## config.mk

```make
export PLATFORM = sky130hd
export DESIGN_NAME = cordic_atan2_front
export DESIGN_NICKNAME = d
export VERILOG_FILES = /design/src/rtl/cordic_atan2_front_pkg.sv /design/src/rtl/cordic_in_fifo.sv /design/src/rtl/cordic_atan2_front.sv
export SDC_FILE = /design/constraint.sdc
export NUM_CORES = 1
export LEC_CHECK = 0
export CAP_MARGIN = 40
export CORE_ASPECT_RATIO = 0.75
export CORE_MARGIN = 3
export CORE_UTILIZATION = 64
export CTS_CLUSTER_SIZE = 10
export DETAILED_ROUTE_END_ITERATION = 16
export DONT_BUFFER_PORTS = 1
export GPL_TIMING_DRIVEN = 0
export PLACE_DENSITY = 0.8
export SYNTH_ARGS = -nofsm -noshare
export SYNTH_HDL_FRONTEND = slang
export SYNTH_HIERARCHICAL = 1
export SYNTH_SLANG_ARGS = --single-unit
```

## constraint.sdc

```tcl
create_clock -name clk -period 3.22 [get_ports clk]
set_input_delay 0.322 -clock clk [delete_from_list [all_inputs] [get_ports clk]]
set_output_delay 0.322 -clock clk [all_outputs]
set_load 0.02 [all_outputs]
```

## src/rtl/cordic_atan2_front_pkg.sv

```systemverilog
// cordic_atan2_front_pkg: shared encodings and default widths for the CORDIC atan2 front end
package cordic_atan2_front_pkg;
  localparam int CORDIC_IW = 16;
  localparam int CORDIC_DW = 32;
  typedef enum logic [1:0] {QUAD_NONE = 2'd0, QUAD_ADD_PI = 2'd1, QUAD_SUB_PI = 2'd2} quad_e;
  typedef enum logic [1:0] {IDLE, FOLD, NORM, OUT} state_e;
endpackage

```

## src/rtl/cordic_in_fifo.sv

```systemverilog
// cordic_in_fifo: synchronous FIFO with registered full (ready) and empty flags
module cordic_in_fifo #(
  parameter int W = 32,
  parameter int DEPTH = 2
) (
  input  logic         clk,
  input  logic         rst_n,
  input  logic         push_valid,
  output logic         push_ready,
  input  logic [W-1:0] push_data,
  input  logic         pop,
  output logic         empty,
  output logic [W-1:0] pop_data
);
  localparam int AW = $clog2(DEPTH);
  logic [W-1:0] mem_q [DEPTH];
  logic [AW-1:0] wr_q, wr_d, rd_q, rd_d;
  logic [AW:0] cnt_q, cnt_d;
  logic rdy_q, rdy_d, empty_q, empty_d, push, pop_ok;
  assign push = push_valid && rdy_q;
  assign pop_ok = pop && !empty_q;
  assign push_ready = rdy_q;
  assign empty = empty_q;
  assign pop_data = mem_q[rd_q];
  always_comb begin
    wr_d = push ? wr_q + 1'b1 : wr_q;
    rd_d = pop_ok ? rd_q + 1'b1 : rd_q;
    cnt_d = cnt_q + (AW+1)'(push) - (AW+1)'(pop_ok);
    empty_d = cnt_d == '0;
    rdy_d = cnt_d != (AW+1)'(DEPTH);
  end
  always_ff @(posedge clk or negedge rst_n) begin
    if (!rst_n) begin
      wr_q <= '0;
      rd_q <= '0;
      cnt_q <= '0;
      empty_q <= 1'b1;
      rdy_q <= 1'b0;
    end else begin
      wr_q <= wr_d;
      rd_q <= rd_d;
      cnt_q <= cnt_d;
      empty_q <= empty_d;
      rdy_q <= rdy_d;
    end
  end
  always_ff @(posedge clk) if (push) mem_q[wr_q] <= push_data;
endmodule

```

## src/rtl/cordic_atan2_front.sv

```systemverilog
// cordic_atan2_front: buffers (x,y), folds into the right half-plane and normalises for the CORDIC core.
// Define CORDIC_NORM_EN to include the normalising shifter; without it outputs are the folded operands.
module cordic_atan2_front
  import cordic_atan2_front_pkg::*;
#(
  parameter int IW = CORDIC_IW,
  parameter int DW = CORDIC_DW,
  parameter int FIFO_DEPTH = 2
) (
  input  logic          clk,
  input  logic          rst_n,
  input  logic          in_valid,
  output logic          in_ready,
  input  logic [IW-1:0] x_in,
  input  logic [IW-1:0] y_in,
  output logic          out_valid,
  input  logic          out_ready,
  output logic [DW-1:0] x_out,
  output logic [DW-1:0] y_out,
  output logic [1:0]    quad,
  output logic [5:0]    shamt,
  output logic          zero_flag
);
  logic [2*IW-1:0] head;
  logic empty, pop, neg;
  state_e state_q, state_d;
  quad_e quad_q, quad_d;
  logic [DW-1:0] x_q, x_d, y_q, y_d;
  logic zero_q, zero_d, out_valid_q, out_valid_d;
  cordic_in_fifo #(.W(2*IW), .DEPTH(FIFO_DEPTH)) u_fifo (
    .clk(clk),
    .rst_n(rst_n),
    .push_valid(in_valid),
    .push_ready(in_ready),
    .push_data({x_in, y_in}),
    .pop(pop),
    .empty(empty),
    .pop_data(head)
  );
  assign pop = state_q == IDLE && !empty;
  assign neg = x_q[DW-1];
  assign x_out = x_q;
  assign y_out = y_q;
  assign quad = quad_q;
  assign zero_flag = zero_q;
  assign out_valid = out_valid_q;
`ifdef CORDIC_NORM_EN
  logic [5:0] shamt_q, shamt_d;
  logic norm_go;
  // keep shifting while x has headroom and y's top three bits are pure sign
  assign norm_go = x_q[DW-2:DW-3] == 2'b00 && (y_q[DW-1:DW-3] == 3'b000 || y_q[DW-1:DW-3] == 3'b111);
  assign shamt = shamt_q;
  always_comb shamt_d = pop ? 6'd0 : (state_q == NORM && norm_go) ? shamt_q + 6'd1 : shamt_q;
  always_ff @(posedge clk or negedge rst_n) begin
    if (!rst_n) shamt_q <= '0;
    else shamt_q <= shamt_d;
  end
`else
  assign shamt = 6'd0;
`endif
  always_comb begin
    state_d = state_q;
    x_d = x_q;
    y_d = y_q;
    quad_d = quad_q;
    zero_d = zero_q;
    out_valid_d = out_valid_q;
    case (state_q)
      IDLE: if (!empty) begin
        x_d = {{(DW-IW){head[2*IW-1]}}, head[2*IW-1:IW]};
        y_d = {{(DW-IW){head[IW-1]}}, head[IW-1:0]};
        quad_d = QUAD_NONE;
        zero_d = 1'b0;
        state_d = FOLD;
      end
      FOLD: begin
        x_d = neg ? -x_q : x_q;
        y_d = neg ? -y_q : y_q;
        quad_d = !neg ? QUAD_NONE : (y_q[DW-1] ? QUAD_SUB_PI : QUAD_ADD_PI);
        zero_d = x_q == '0 && y_q == '0;
`ifdef CORDIC_NORM_EN
        state_d = zero_d ? OUT : NORM;
`else
        state_d = OUT;
`endif
      end
`ifdef CORDIC_NORM_EN
      NORM: if (norm_go) begin
        x_d = {x_q[DW-2:0], 1'b0};
        y_d = {y_q[DW-2:0], 1'b0};
      end else begin
        out_valid_d = 1'b1;
        state_d = OUT;
      end
`endif
      OUT: begin
        out_valid_d = !(out_valid_q && out_ready);
        state_d = (out_valid_q && out_ready) ? IDLE : OUT;
      end
      default: state_d = IDLE;
    endcase
  end
  always_ff @(posedge clk or negedge rst_n) begin
    if (!rst_n) begin
      state_q <= IDLE;
      x_q <= '0;
      y_q <= '0;
      quad_q <= QUAD_NONE;
      zero_q <= 1'b0;
      out_valid_q <= 1'b0;
    end else begin
      state_q <= state_d;
      x_q <= x_d;
      y_q <= y_d;
      quad_q <= quad_d;
      zero_q <= zero_d;
      out_valid_q <= out_valid_d;
    end
  end
endmodule

```

==> impl_metrics.env, run 1 <==
export IMPL_status="completed"
export IMPL_synth_async_reset_ratio=0.5429
export IMPL_routed_wl_mm=19.87
export IMPL_most_used_cells_in_the_layout_excluding_fill_and_tap_cells="75 x sky130_fd_sc_hd__dfrtp_1, 64 x sky130_fd_sc_hd__edfxtp_1, 58 x sky130_fd_sc_hd__nand2_1"
export IMPL_reg2reg_setup_slack_ps=150
export IMPL_antenna_diodes=0
export IMPL_maxSlewHeadroom=0.3440
export IMPL_worstSetupStartpoint="x_out[8]"
export IMPL_worst_slew_pin_slew_ps=975.0
export IMPL_layout_worst_path_cycle_share=0.9540
export IMPL_gp_congestion=0.9400
export IMPL_hold_start="out_ready"
export IMPL_grt_max_degree=77
export IMPL_ctsHtreeMaxLevel=4
export IMPL_die_height_um=96.25
export IMPL_dpl_worst_slack_ps=-307.5
export IMPL_layout_area_overhead_vs_synth_pct=17.61
export IMPL_grt_remaining_overflow=0
export IMPL_totalPowerFinal_w=0.009105
export IMPL_cts_tree="yes"
export IMPL_type_of_the_tightest_min_delay_check="input pin to flop"
export IMPL_worstPathArrival_ps=3380
export IMPL_clock_insertion_delay_worst_skew_ps=430
export IMPL_fmax_ghz=0.3255
export IMPL_die_area_mm2=0.01216
export IMPL_worst_path_max_fanout=8
export IMPL_detail_route_drc_violations=0
export IMPL_synth_distinct_cells=69
export IMPL_clock_sink_count=140
export IMPL_detailed_place_hpwl_mm=12.25
export IMPL_maxCapViolations=0
export IMPL_chipWidth_um=126.3
export IMPL_pin_count=111
export IMPL_placementRows=32
export IMPL_synth_yosys_seq_area_share=0.5503
export IMPL_layout_drive_gt1_share=0.1469
export IMPL_drt_iter0_drc=921
export IMPL_ctsLongestPathBuffers=2
export IMPL_filler_cell_count=628
export IMPL_drt_antenna_violating_nets=0
export IMPL_power_leakage_nw=3.050
export IMPL_multi_input_comb_area_mm2=0.002874
export IMPL_post_synth_instance_area_mm2=0.006950
export IMPL_grt_use_total=0.3266
export IMPL_initial_cell_density_of_the_core=0.6651
export IMPL_number_of_antenna_violations_at_the_first_check_in_global_routing=0
export IMPL_timing_final_crit_period_ps=3072
export IMPL_worstPathRequired_ps=3530
export IMPL_timing_final_setup_violations=0
export IMPL_yosysWarningCount=6
export IMPL_post_route_worst_setup_slack_ps=148.1
export IMPL_grt_pass1_wl_mm=30.44
export IMPL_clk_pin_slew_worst_paths_ps=70
export IMPL_placement_io_buffers=0
export IMPL_syn_mean_instance_area_um2=11.14
export IMPL_clock_tree_root_cell="sky130_fd_sc_hd__clkbuf_16"
export IMPL_finalClockSkew_ps=11.24
export IMPL_route_vias_total=5941
export IMPL_postSynth_topFlopCell="sky130_fd_sc_hd__dfrtp_1"
export IMPL_grt_pass1_vias=5582
export IMPL_avgRoutedWirePerCell_um=23.73
export IMPL_path_class="flop to flop"
export IMPL_peakVddDrop_mv=0.7448
export IMPL_synth_ff_latch_count=140
export IMPL_firstDrtPassIters=6
export IMPL_layout_commonest_cell="sky130_fd_sc_hd__dfrtp_1"
export IMPL_power_density_cell_area_mw_per_mm2=1114
export IMPL_timing_hold_violations_final=0
export IMPL_timing_critical_path_to_type="flop"
export IMPL_timing_critical_path_from_type="flop"
export IMPL_core_area_mm2=0.01045
export IMPL_drv_slew=0
export IMPL_r2r_start="x_out[8]"
export IMPL_rsz0062_at_grt="false"
export IMPL_fin_nets=727
export IMPL_numCtsBuffers=17
export IMPL_regArea_mm2=0.003825
export IMPL_edff_count_synth=64
export IMPL_postSynthCellCount=624
export IMPL_routed_via_density=7.098
-- synth_stat cells (5+ instances only) --
library cell                n  area, um2
sky130_fd_sc_hd__a21o_1     5      37.54
sky130_fd_sc_hd__a21oi_1   34      170.2
sky130_fd_sc_hd__a31oi_1   18      112.6
sky130_fd_sc_hd__buf_4      6      45.04
sky130_fd_sc_hd__clkbuf_1  25      93.84
sky130_fd_sc_hd__dfrtp_1   75       1877
sky130_fd_sc_hd__edfxtp_1  64       1922
sky130_fd_sc_hd__inv_1     11      41.29
sky130_fd_sc_hd__mux2_4    29      435.4
sky130_fd_sc_hd__nand2_1   58      217.7
sky130_fd_sc_hd__nand2b_1   5      31.28
sky130_fd_sc_hd__nand3_1   21      105.1
sky130_fd_sc_hd__nand4_1    6      37.54
sky130_fd_sc_hd__nor2_1    40      150.1
sky130_fd_sc_hd__nor3_1    25      125.1
sky130_fd_sc_hd__nor4_1    20      125.1
sky130_fd_sc_hd__o211ai_1   9      67.56
sky130_fd_sc_hd__o21ai_0   36      180.2
sky130_fd_sc_hd__o22a_1     8      70.07
sky130_fd_sc_hd__o22ai_1    8      50.05
sky130_fd_sc_hd__o311ai_0   9      78.83
sky130_fd_sc_hd__or3_1     11      68.82
sky130_fd_sc_hd__or4_1      7      52.55
-- where the power goes --
| group | switching [W] | internal, W | total (W) |
|---|---|---|---|
| combinational | 0.00193 | 0.00135 | 0.00328 |
| sequential | 0.00132 | 0.00254 | 0.00386 |
| clock | 0.000856 | 0.00111 | 0.00197 |
| total | 0.00410 | 0.00501 | 0.00910 |
-- area by class of cell --
class | instances | share of cell area
clock buffer | 18 | 0.05373
tap | 136 | 0.02082
multi-input combinational | 438 | 0.3516
clock inverter | 14 | 0.01791
sequential | 140 | 0.4679
timing repair buffer | 42 | 0.05342
inverter | 11 | 0.005510
buffer | 38 | 0.02908
-- layer usage --
layer  routed length, um  track usage  up-vias
met1                7955       0.4255     2895
met2                9234       0.5274      462
met4                 523       0.1277        0
met3                2152      0.09151       59
li1                    -            -     2525
met5                   0            0        -
-- what timing repair did --
action,in CTS,in global routing
hold endpoints to repair,141,0
gates cloned,0,0
hold buffers,35,0
resized for setup,1,2
setup endpoints to repair,3,5
buffers inserted,0,5
-- cells by family after synthesis --
logic type / count (synthesis) / share of synthesized area
buf+inv: 51 / 0.04104
flops: 140 / 0.5503
xor+xnor: 6 / 0.007561
compound gates: 164 / 0.1570
fa+ha+maj: 3 / 0.005401
other cells: 1 / 0.0005395
simple gates: 227 / 0.1707
mux: 32 / 0.06751
-- metrics by stage --
step | util | TNS [ps] | hold slack [ps] | cells | instance area, um2
detailed placement | 0.6870 | -770.9 | 28.44 | 767 | 7179
CTS | 0.7783 | 0 | 101.4 | 833 | 8133
global route | 0.7822 | 0 | 112.8 | 837 | 8174
finish | 0.7822 | 0 | 108.5 | 837 | 8174
floorplan | - | 0 | 26.41 | 629 | 6969
global placement | 0.6832 | -1626 | 28.52 | 765 | 7139
-- worst paths after layout --
kind	end	cells after the start
max	x_out[25]	6
max in group asynchronous	u_fifo/empty	2
max reg2reg	x_out[25]	6
min	out_valid	2
min reg2reg	u_fifo/cnt_q[0]	1
min in group asynchronous	out_valid	2
-- worst max-delay path, stage by stage (launching register included) --
cell	delay, ps
sky130_fd_sc_hd__dfrtp_1	520
sky130_fd_sc_hd__nor3_1	670
sky130_fd_sc_hd__nand4b_1	500
sky130_fd_sc_hd__or3_1	490
sky130_fd_sc_hd__clkbuf_1	200
sky130_fd_sc_hd__or4_1	440
sky130_fd_sc_hd__o2111a_1	140
-- sequential cells by signal (all words and copies together), names as in the netlist --
register / cells
zero_flag: 1
y_out: 32
state_q: 2
u_fifo/empty: 1
u_fifo/cnt_q: 2
quad: 2
u_fifo/mem_q: 64
out_valid: 1
u_fifo/push_ready: 1
u_fifo/wr_q: 1
x_out: 32
u_fifo/rd_q: 1
Note: power is estimated with default switching activity, not from simulation.
==> run 2, diff against run 1 <==
--- a/config.mk
+++ b/config.mk
@@ -8,12 +8,11 @@
 export CAP_MARGIN = 40
 export CORE_ASPECT_RATIO = 0.75
 export CORE_MARGIN = 3
-export CORE_UTILIZATION = 64
+export CORE_UTILIZATION = 45
 export CTS_CLUSTER_SIZE = 10
 export DETAILED_ROUTE_END_ITERATION = 16
 export DONT_BUFFER_PORTS = 1
 export GPL_TIMING_DRIVEN = 0
-export PLACE_DENSITY = 0.8
 export SYNTH_ARGS = -nofsm -noshare
 export SYNTH_HDL_FRONTEND = slang
 export SYNTH_HIERARCHICAL = 1
==> impl_metrics.env, run 2 (same netlist as run 1, synthesis figures left out) <==
export IMPL_status="completed"
export IMPL_gp_congestion=0.9038
export IMPL_initial_cell_density_of_the_core=0.4700
export IMPL_timing_critical_path_to_type="flop"
export IMPL_totalPowerFinal_w=0.008949
export IMPL_clk_pin_slew_worst_paths_ps=60
export IMPL_grt_use_total=0.2343
export IMPL_clock_sink_count=140
export IMPL_grt_remaining_overflow=0
export IMPL_detailed_place_hpwl_mm=13.16
export IMPL_critPathSlowestCell="sky130_fd_sc_hd__nor3_1"
export IMPL_number_of_antenna_violations_at_the_first_check_in_global_routing=0
export IMPL_p_seq_frac=0.430
export IMPL_cell_internal_pwr_w=0.004952
export IMPL_firstDrtPassIters=6
export IMPL_path_class="flop to flop"
export IMPL_maxCapViolations=0
export IMPL_timing_final_crit_period_ps=3042
export IMPL_dpl_worst_slack_ps=-270.8
export IMPL_post_route_worst_setup_slack_ps=177.5
export IMPL_layout_worst_path_cycle_share=0.9449
export IMPL_combinationalPowerShare=0.359
export IMPL_ctsHtreeMaxLevel=4
export IMPL_die_area_mm2=0.01699
export IMPL_ctsLongestPathBuffers=2
export IMPL_power_density_cell_area_mw_per_mm2=1088
export IMPL_antenna_diodes=0
export IMPL_grt_max_degree=77
export IMPL_grt_pass1_wl_mm=30.76
export IMPL_worst_path_max_fanout=8
export IMPL_layout_drive_gt1_share=0.1414
export IMPL_type_of_the_tightest_min_delay_check="input pin to flop"
export IMPL_crit_buf_inv=1
export IMPL_most_used_cells_in_the_layout_excluding_fill_and_tap_cells="75 x sky130_fd_sc_hd__dfrtp_1, 64 x sky130_fd_sc_hd__edfxtp_1, 58 x sky130_fd_sc_hd__nand2_1"
export IMPL_timing_critical_path_from_type="flop"
export IMPL_timing_hold_violations_final=0
export IMPL_drt_iter0_drc=593
export IMPL_maxSlewHeadroom=0.4266
export IMPL_worstPathRequired_ps=3540
export IMPL_fin_nets=726
export IMPL_drv_slew=0
export IMPL_filler_cell_count=1261
export IMPL_routed_via_density=6.119
export IMPL_reg2reg_setup_slack_ps=180
export IMPL_drt_antenna_violating_nets=0
export IMPL_crit_family="simple AND/OR/NAND/NOR gates"
export IMPL_power_leakage_nw=3.035
export IMPL_cts_tree="yes"
export IMPL_fmax_ghz=0.3287
export IMPL_timing_final_setup_violations=0
export IMPL_die_height_um=113.6
export IMPL_power_net_switching_w=0.003996
export IMPL_clock_insertion_delay_worst_skew_ps=430
export IMPL_chipWidth_um=149.5
export IMPL_rsz0062_at_grt="false"
export IMPL_layout_commonest_cell="sky130_fd_sc_hd__dfrtp_1"
export IMPL_cp_cell_sequence="nor3_1 -> nand4b_1 -> or3_1 -> clkbuf_1 -> or4_1 -> o2111a_1"
export IMPL_critical_path_max_stage_delay_ps=670
export IMPL_pin_count=111
export IMPL_layout_area_overhead_vs_synth_pct=18.29
export IMPL_clock_tree_root_cell="sky130_fd_sc_hd__clkbuf_16"
export IMPL_largest_register="u_fifo/mem_q"
export IMPL_routed_wl_mm=19.37
export IMPL_worst_slew_pin_slew_ps=852.2
export IMPL_grt_pass1_vias=5475
export IMPL_placementRows=38
export IMPL_route_vias_total=5507
export IMPL_peakVddDrop_mv=0.4801
export IMPL_max_ffs_per_register=64
export IMPL_placement_io_buffers=0
export IMPL_core_area_mm2=0.01479
export IMPL_finalClockSkew_ps=9.171
export IMPL_pwr_share_clk=0.212
export IMPL_worstPathArrival_ps=3370
export IMPL_power_share_switching=0.4466
export IMPL_detail_route_drc_violations=0
export IMPL_numCtsBuffers=17
export IMPL_avgRoutedWirePerCell_um=21.52
[run 2: cell count changes in the layout (fill, tap and decap cells not counted), sizes merged]
| cell | change |
|---|---|
| inv | -5 |
| buf | -2 |
| clkinvlp | -2 |
| clkinv | +8 |
[run 2: layout make-up]
cell class / count / area (um2) / area share
Timing Repair Buffer: 40 / 421.7 / 0.05129
Clock inverter: 15 / 138.9 / 0.01689
Tap cell: 200 / 250.2 / 0.03044
Clock buffer: 17 / 425.4 / 0.05174
Inverter: 11 / 45.04 / 0.005479
Buffer: 39 / 241.5 / 0.02937
Multi-Input combinational cell: 438 / 2874 / 0.3496
Sequential cell: 140 / 3825 / 0.4652
[run 2: stage by stage]
stage / cell area, um2 / cells / TNS (ps) / utilization / hold slack (ps)
2_1_floorplan: 6969 / 629 / 0 / - / 26.41
3_3_place_gp: 7219 / 829 / -1300 / 0.4882 / 29.28
3_5_place_dp: 7259 / 831 / -664.3 / 0.4909 / 28.93
4_1_cts: 8192 / 897 / 0 / 0.5540 / 105.7
5_1_grt: 8222 / 900 / 0 / 0.5560 / 117.9
6_report: 8222 / 900 / 0 / 0.5560 / 119.1
[run 2: repair_timing]
action                     CTS  global route
cloned                       0             0
setup endpoints to repair    3            10
resized for setup            1             2
setup buffers                0             3
hold buffers                35             0
hold endpoints to repair   141             0
[run 2: path summary, 6_finish.rpt]
| path | start | end | cells after the start |
|---|---|---|---|
| min in group asynchronous | rst_n | x_out[13] | 2 |
| max in group asynchronous | rst_n | u_fifo/empty | 2 |
| worst min-delay path | out_ready | out_valid | 2 |
| worst max register to register | x_out[8] | x_out[25] | 6 |
| worst min register to register | u_fifo/cnt_q[0] | u_fifo/cnt_q[0] | 1 |
| worst max-delay path | x_out[8] | x_out[25] | 6 |
[run 2: power groups by stage]
stage	Clock [W]	Combinational [W]	Sequential, W
6_report	0.00190	0.00321	0.00384
5_1_grt	0.00201	0.00354	0.00395
4_1_cts	0.00192	0.00316	0.00384
3_5_place_dp	0	0.00307	0.00387
3_3_place_gp	0	0.00295	0.00384
2_1_floorplan	0	0.00232	0.00359
[run 2: worst reg2reg max path: stages, from the launching register on]
cell                       delay [ps]
sky130_fd_sc_hd__dfrtp_1          530
sky130_fd_sc_hd__nor3_1           670
sky130_fd_sc_hd__nand4b_1         500
sky130_fd_sc_hd__or3_1            500
sky130_fd_sc_hd__clkbuf_1         190
sky130_fd_sc_hd__or4_1            430
sky130_fd_sc_hd__o2111a_1         130
[run 2: per-layer routing]
metal / GRT usage / wire, um
met4: 0.08293 / 332
met3: 0.07029 / 1951
met2: 0.3370 / 8506
met5: 0 / 0
met1: 0.3385 / 8580
